<file path="config.mk">
export PLATFORM = sky130hd
export DESIGN_NAME = seg7_scan_driver_flat
export DESIGN_NICKNAME = d
export VERILOG_FILES = /design/src/rtl/seg7_scan_driver_if.sv /design/src/rtl/seg7_scan_driver.sv /design/src/flat_wrapper.sv
export SDC_FILE = /design/constraint.sdc
export NUM_CORES = 1
export LEC_CHECK = 0
export BUFFER_PORTS_ARGS = -buffer_cell sky130_fd_sc_hd__buf_2
export CORE_ASPECT_RATIO = 0.6
export CORE_UTILIZATION = 29
export DETAILED_ROUTE_END_ITERATION = 6
export GPL_ROUTABILITY_DRIVEN = 0
export HOLD_SLACK_MARGIN = 0.06
export MAX_ROUTING_LAYER = met4
export PLACE_DENSITY = 0.57
export SETUP_SLACK_MARGIN = 0.05
export SYNTH_ARGS = -nofsm -noshare
export SYNTH_HDL_FRONTEND = slang
export SYNTH_SLANG_ARGS = --single-unit
</file>
<file path="constraint.sdc">
create_clock -name CLK100MHZ -period 3.7 [get_ports CLK100MHZ]
set_clock_uncertainty 0.2 [all_clocks]
set_input_delay 0.37 -clock CLK100MHZ [delete_from_list [all_inputs] [get_ports CLK100MHZ]]
set_output_delay 0.37 -clock CLK100MHZ [all_outputs]
set_load 0.05 [all_outputs]
</file>
<file path="src/rtl/seg7_scan_driver_if.sv">
// rtl/seg7_scan_driver_if.sv - user-side inputs and board-side pins of the 7-segment scan driver
interface seg7_scan_driver_if #(
  parameter int NUM_DIGITS = 8
);
  logic [4*NUM_DIGITS-1:0] value;
  logic [NUM_DIGITS-1:0]   dp_in;
  logic [NUM_DIGITS-1:0]   digit_en;
  logic                    lz_suppress;
  logic [NUM_DIGITS-1:0]   AN;
  logic                    CA, CB, CC, CD, CE, CF, CG;
  logic                    DP;
  logic                    frame_start;

  modport master (
    output value, dp_in, digit_en, lz_suppress,
    input  AN, CA, CB, CC, CD, CE, CF, CG, DP, frame_start
  );

  modport slave (
    input  value, dp_in, digit_en, lz_suppress,
    output AN, CA, CB, CC, CD, CE, CF, CG, DP, frame_start
  );
endinterface

</file>
<file path="src/rtl/seg7_scan_driver.sv">
// rtl/seg7_scan_driver.sv - time-multiplexed N-digit 7-segment driver with blanking,
// leading-zero suppression and a per-frame input snapshot; all pins registered
module seg7_scan_driver #(
  parameter int NUM_DIGITS     = 8,
  parameter int DIV_CYCLES     = 100000,
  parameter int BLANK_CYCLES   = 1000,
  parameter bit AN_ACTIVE_LOW  = 1'b1,
  parameter bit SEG_ACTIVE_LOW = 1'b1
) (
  input logic              CLK100MHZ,
  input logic              CPU_RESETN,
  seg7_scan_driver_if.slave bus
);
  localparam int CNT_W = $clog2(DIV_CYCLES);
  localparam int IDX_W = (NUM_DIGITS > 1) ? $clog2(NUM_DIGITS) : 1;

  localparam logic [NUM_DIGITS-1:0] AN_OFF  = AN_ACTIVE_LOW ? '1 : '0;
  localparam logic [6:0]            SEG_OFF = SEG_ACTIVE_LOW ? 7'h7F : 7'h00;
  localparam logic                  DP_OFF  = SEG_ACTIVE_LOW;

  logic [CNT_W-1:0]        div_cnt_q, div_cnt_d;
  logic [IDX_W-1:0]        digit_idx_q, digit_idx_d;
  logic                    load_pending_q, load_pending_d;
  logic [4*NUM_DIGITS-1:0] value_q, value_d;
  logic [NUM_DIGITS-1:0]   dp_q, dp_d;
  logic [NUM_DIGITS-1:0]   en_q, en_d;
  logic                    lz_q, lz_d;
  logic [NUM_DIGITS-1:0]   an_q, an_d;
  logic [6:0]              seg_q, seg_d;
  logic                    dp_pin_q, dp_pin_d;
  logic                    frame_q, frame_d;

  logic                    div_wrap, idx_wrap, snap_load, lit, zero_above;
  logic [NUM_DIGITS-1:0]   supp;
  logic [3:0]              nib;
  logic [6:0]              seg_hi;
  logic [NUM_DIGITS-1:0]   an_hi;

  always_comb begin
    div_wrap    = (div_cnt_q == CNT_W'(DIV_CYCLES - 1));
    idx_wrap    = (digit_idx_q == IDX_W'(NUM_DIGITS - 1));
    div_cnt_d   = div_wrap ? '0 : div_cnt_q + 1'b1;
    digit_idx_d = digit_idx_q;
    if (div_wrap) begin
      digit_idx_d = idx_wrap ? '0 : digit_idx_q + 1'b1;
    end

    // Snapshot lands on the same edge digit_idx returns to 0, so a whole frame sees one value
    snap_load      = load_pending_q || (div_wrap && idx_wrap);
    load_pending_d = 1'b0;
    value_d        = snap_load ? bus.value       : value_q;
    dp_d           = snap_load ? bus.dp_in       : dp_q;
    en_d           = snap_load ? bus.digit_en    : en_q;
    lz_d           = snap_load ? bus.lz_suppress : lz_q;

    supp       = '0;
    zero_above = lz_q;
    for (int i = NUM_DIGITS - 1; i > 0; i--) begin
      zero_above = zero_above && (value_q[4*i +: 4] == 4'h0);
      supp[i]    = zero_above;
    end

    nib    = 4'(value_q >> (4 * digit_idx_q));
    seg_hi = 7'h00;
    case (nib)
      4'h0: seg_hi = 7'h3F;
      4'h1: seg_hi = 7'h06;
      4'h2: seg_hi = 7'h5B;
      4'h3: seg_hi = 7'h4F;
      4'h4: seg_hi = 7'h66;
      4'h5: seg_hi = 7'h6D;
      4'h6: seg_hi = 7'h7D;
      4'h7: seg_hi = 7'h07;
      4'h8: seg_hi = 7'h7F;
      4'h9: seg_hi = 7'h6F;
      4'hA: seg_hi = 7'h77;
      4'hB: seg_hi = 7'h7C;
      4'hC: seg_hi = 7'h39;
      4'hD: seg_hi = 7'h5E;
      4'hE: seg_hi = 7'h79;
      4'hF: seg_hi = 7'h71;
      default: seg_hi = 7'h00;
    endcase

    // Only the anodes are gated by blanking; segments carry the digit for the whole slot
    lit   = (div_cnt_q >= CNT_W'(BLANK_CYCLES)) && en_q[digit_idx_q] && !supp[digit_idx_q];
    an_hi = '0;
    if (lit) begin
      an_hi[digit_idx_q] = 1'b1;
    end

    an_d     = AN_ACTIVE_LOW ? ~an_hi : an_hi;
    seg_d    = SEG_ACTIVE_LOW ? ~seg_hi : seg_hi;
    dp_pin_d = SEG_ACTIVE_LOW ? ~dp_q[digit_idx_q] : dp_q[digit_idx_q];
    frame_d  = (div_cnt_q == '0) && (digit_idx_q == '0);
  end

  always_ff @(posedge CLK100MHZ or negedge CPU_RESETN) begin
    if (!CPU_RESETN) begin
      div_cnt_q      <= '0;
      digit_idx_q    <= '0;
      load_pending_q <= 1'b1;
      value_q        <= '0;
      dp_q           <= '0;
      en_q           <= '0;
      lz_q           <= 1'b0;
      an_q           <= AN_OFF;
      seg_q          <= SEG_OFF;
      dp_pin_q       <= DP_OFF;
      frame_q        <= 1'b0;
    end else begin
      div_cnt_q      <= div_cnt_d;
      digit_idx_q    <= digit_idx_d;
      load_pending_q <= load_pending_d;
      value_q        <= value_d;
      dp_q           <= dp_d;
      en_q           <= en_d;
      lz_q           <= lz_d;
      an_q           <= an_d;
      seg_q          <= seg_d;
      dp_pin_q       <= dp_pin_d;
      frame_q        <= frame_d;
    end
  end

  assign bus.AN = an_q;
  assign {bus.CG, bus.CF, bus.CE, bus.CD, bus.CC, bus.CB, bus.CA} = seg_q;
  assign bus.DP          = dp_pin_q;
  assign bus.frame_start = frame_q;
endmodule

</file>
<file path="src/flat_wrapper.sv">
// flat-port wrapper written by rule: the top's interface ports become plain ports
module seg7_scan_driver_flat 
#(
  parameter int NUM_DIGITS     = 8,
  parameter int DIV_CYCLES     = 100000,
  parameter int BLANK_CYCLES   = 1000,
  parameter bit AN_ACTIVE_LOW  = 1'b1,
  parameter bit SEG_ACTIVE_LOW = 1'b1
)
  (CLK100MHZ, CPU_RESETN, bus_value, bus_dp_in, bus_digit_en, bus_lz_suppress, bus_AN, bus_CA, bus_CB, bus_CC, bus_CD, bus_CE, bus_CF, bus_CG, bus_DP, bus_frame_start);
  seg7_scan_driver_if #(.NUM_DIGITS(NUM_DIGITS)) bus_i ();
  input logic CLK100MHZ;
  input logic CPU_RESETN;
  input wire logic [$bits(bus_i.value)-1:0] bus_value;
  input wire logic [$bits(bus_i.dp_in)-1:0] bus_dp_in;
  input wire logic [$bits(bus_i.digit_en)-1:0] bus_digit_en;
  input wire logic [$bits(bus_i.lz_suppress)-1:0] bus_lz_suppress;
  output wire logic [$bits(bus_i.AN)-1:0] bus_AN;
  output wire logic [$bits(bus_i.CA)-1:0] bus_CA;
  output wire logic [$bits(bus_i.CB)-1:0] bus_CB;
  output wire logic [$bits(bus_i.CC)-1:0] bus_CC;
  output wire logic [$bits(bus_i.CD)-1:0] bus_CD;
  output wire logic [$bits(bus_i.CE)-1:0] bus_CE;
  output wire logic [$bits(bus_i.CF)-1:0] bus_CF;
  output wire logic [$bits(bus_i.CG)-1:0] bus_CG;
  output wire logic [$bits(bus_i.DP)-1:0] bus_DP;
  output wire logic [$bits(bus_i.frame_start)-1:0] bus_frame_start;
  assign bus_i.value = bus_value;
  assign bus_i.dp_in = bus_dp_in;
  assign bus_i.digit_en = bus_digit_en;
  assign bus_i.lz_suppress = bus_lz_suppress;
  assign bus_AN = bus_i.AN;
  assign bus_CA = bus_i.CA;
  assign bus_CB = bus_i.CB;
  assign bus_CC = bus_i.CC;
  assign bus_CD = bus_i.CD;
  assign bus_CE = bus_i.CE;
  assign bus_CF = bus_i.CF;
  assign bus_CG = bus_i.CG;
  assign bus_DP = bus_i.DP;
  assign bus_frame_start = bus_i.frame_start;
  seg7_scan_driver #(.NUM_DIGITS(NUM_DIGITS), .DIV_CYCLES(DIV_CYCLES), .BLANK_CYCLES(BLANK_CYCLES), .AN_ACTIVE_LOW(AN_ACTIVE_LOW), .SEG_ACTIVE_LOW(SEG_ACTIVE_LOW)) u_core (.CLK100MHZ(CLK100MHZ), .CPU_RESETN(CPU_RESETN), .bus(bus_i));
endmodule
</file>
==> metrics.cfg <==
[sta]
finalHoldWorstSlack_ns = -0.0132
final_max_slew_viol_count = 0
rsz0062_at_grt = false
relSlewSlack_pct = 31.4
fin_crit_ns = 2.83
tightest_slew_ns = 1.03
fmax_ghz = 0.354
period_share_pct = 76.4
fin_tns_setup_ns = 0
hold_violations = 10
setup_viol = 0

[die]
die_h_um = 94.4
fp.dieW_um = 156
core.rowCount = 33
core-area_sq_mm = 0.0137
die-area_sq_mm = 0.0147
ios = 68
start_util_pct = 30.0

[synthesis]
yosysMostFrequentCell = dfrtp_1
synth-async-reset-ratio_pct = 100
yosys-top-cells-area = dfrtp_1, mux2_2, dfstp_2, mux2_4, ha_1
syn_inst = 328
yosysSeqAreaShare_pct = 53.3
synthDistinctLibCells = 47
syn_avg_cell_area_sq_um = 12.6
yosysTopAreaCellShare_pct = 42.5
synthTopCellsByCount = dfrtp_1, mux2_2, nand2_1, dfstp_2, nor2_1
synth_seq_cells = 87
ys.flop_type = dfrtp_1
synth_edf_count = 0
synth_warnings = 0
syn_nets = 390
synth_top_area_cell = dfrtp_1
synth_area_sq_mm = 0.00413

[route]
first_pass_iters = 5
wl_um = 9960
ant_nets = 0
routed_via_density = 4.76
drcViolationCount = 0
drt_iter0_markers = 148
wl_per_cell_um = 16.4
routed-via-count = 2893

[layout]
area_delta_synth_final_pct = 24.8
n_fill_cell = 1348
diodes = 0
drive_gt1_share_pct = 41.3
nNetsFinal = 473

[job]
cap_violations = 0

[grt]
grt_overflow = 0
grt_pass1_wl_um = 16100
track_usage_pct = 15.0
grt_pass1_vias = 2913
antenna_found_initial = 0
grt_max_degree = 82

[pwr]
power_leakage_nw = 2.25
peakVddDrop_uv = 219
powerDensity_mw_per_mm2 = 448
total_power_w = 0.00231

[setup_path]
crit_buf_inv = 2
setup.worst_path.start_class = register
cp.required_ns = 3.71
crit_arrival_ns = 2.84
end_kind = register
crit_path_max_fanout = 49
worstSetupPathType = reg2reg
worst_path_dominant_cell_family = simple AND/OR/NAND/NOR gates
slowest_delay_ns = 0.55
slowest_stage = or4_1
cp_cell_sequence = or4_1, or4_4, nor3_4, buf_4, a21oi_4, buf_12, mux2_4

[hold_path]
hold_path_class = in2async

[clock_network]
cts_hold_buf = 12
h-tree-depth = 3
clock_tree.buffer_depth = 2
cts_tree = yes
cts-buffers-inserted = 9
clock_latency_ns = 0.33
cts_root_buffer = clkbuf_16
cts_resized = 0
cts_sinks = 87
post-cts-setup-buffer-count = 0
path_clk_slew_ns = 0.06

[placed_design]
portBuffers = 67
dp_hpwl_um = 7260

[status]
status = finished with violations
failed_checks = hold timing

==> stage by stage <==
stage | worst slack [ns] | util [%] | std cells | area, sq um | hold slack, ns
6_report | 0.872 | 37.5 | 608 | 5150 | -0.0132
4_1_cts | 0.907 | 37.4 | 607 | 5140 | 0.0617
5_1_grt | 0.712 | 37.5 | 608 | 5150 | 0.0640
2_1_floorplan | 1.08 | - | 328 | 4130 | -0.126
3_3_place_gp | 0.958 | 34.2 | 579 | 4700 | 0.273
3_5_place_dp | 0.926 | 34.2 | 579 | 4700 | 0.273
==> routing by layer <==
layer / vias up / routed length, um / global-route usage, %
met1: 1441 / 5280 / 22.8
met4: 0 / 2 / 2.45
met2: 98 / 3900 / 18.9
met5: - / 0 / -
li1: 1352 / - / -
met3: 2 / 770 / 5.00
==> cells in the final DEF, fill, tap and decap left out, types with 7 or more instances in the layout <==
cell and n:
buf_2 66, buf_4 7, clkbuf_16 11, dfrtp_1 70, dfstp_2 17, dlygate4sd3_1 13, ha_1 11, inv_1 9
mux2_2 44, mux2_4 10, nand2_1 22, nand3_1 12, nor2_1 15, nor4_1 7, o21ai_0 10, xor2_1 7
==> power by group <==
group / switching (W) / leakage, nW / internal, W
Combinational: 0.000156 / 1.07 / 0.000134
Clock: 0.000378 / 0.156 / 0.000559
Sequential: 0.0000501 / 1.03 / 0.00103
==> cells by family (layout without fill, tap and decap cells) <==
group	Yosys count	count (layout)	synth area share [%]
and+or+nand+nor	90	90	11.7
DFF	87	87	53.3
muxes	66	66	20.4
AOI/OAI and AO/OA	36	36	5.82
buffers and inverters	24	112	2.64
xor gates and xnor gates	13	13	2.76
adders and majority gates	11	11	3.34
other	1	1	0.0909
==> layout make-up <==
type	instances	area (sq um)	share of cell area, %
Timing Repair Buffer	87	533	10.3
Tap cell	192	240	4.66
Multi-Input combinational cell	217	1830	35.4
Inverter	9	33.8	0.656
Clock inverter	4	30.0	0.583
Clock buffer	12	289	5.61
Sequential cell	87	2200	42.7
==> registers in the layout (all words and copies together) (netlist names) <==
register / cells
u_core.bus.frame_start: 1
u_core.digit_idx_q: 3
u_core.seg_q: 7
u_core.lz_q: 1
u_core.dp_q: 8
u_core.bus.DP: 1
u_core.div_cnt_q: 17
u_core.load_pending_q: 1
u_core.value_q: 32
u_core.bus.AN: 8
u_core.en_q: 8
==> final timing paths <==
path                                            from                   end  slack (ns)  depth (start not counted)
worst min register to register  u_core.div_cnt_q[14]  u_core.div_cnt_q[14]        0.28                          1
worst max register to register  u_core.div_cnt_q[12]        u_core.dp_q[4]        0.87                          7
min in group CLK100MHZ                 bus_value[29]    u_core.value_q[29]        0.07                          2
max in group asynchronous                 CPU_RESETN        u_core.dp_q[4]        2.56                          2
worst min-delay path                      CPU_RESETN        u_core.en_q[4]       -0.01                          1
worst max-delay path            u_core.div_cnt_q[12]        u_core.dp_q[4]        0.87                          7
==> worst reg2reg max path, cell delays in order (launching register included) <==
cell     delay [ns]
dfrtp_1        0.42
or4_1          0.55
or4_4          0.47
nor3_4         0.17
buf_4          0.23
a21oi_4        0.09
buf_12         0.18
mux2_4         0.40
(Power assumes the default switching activity.)
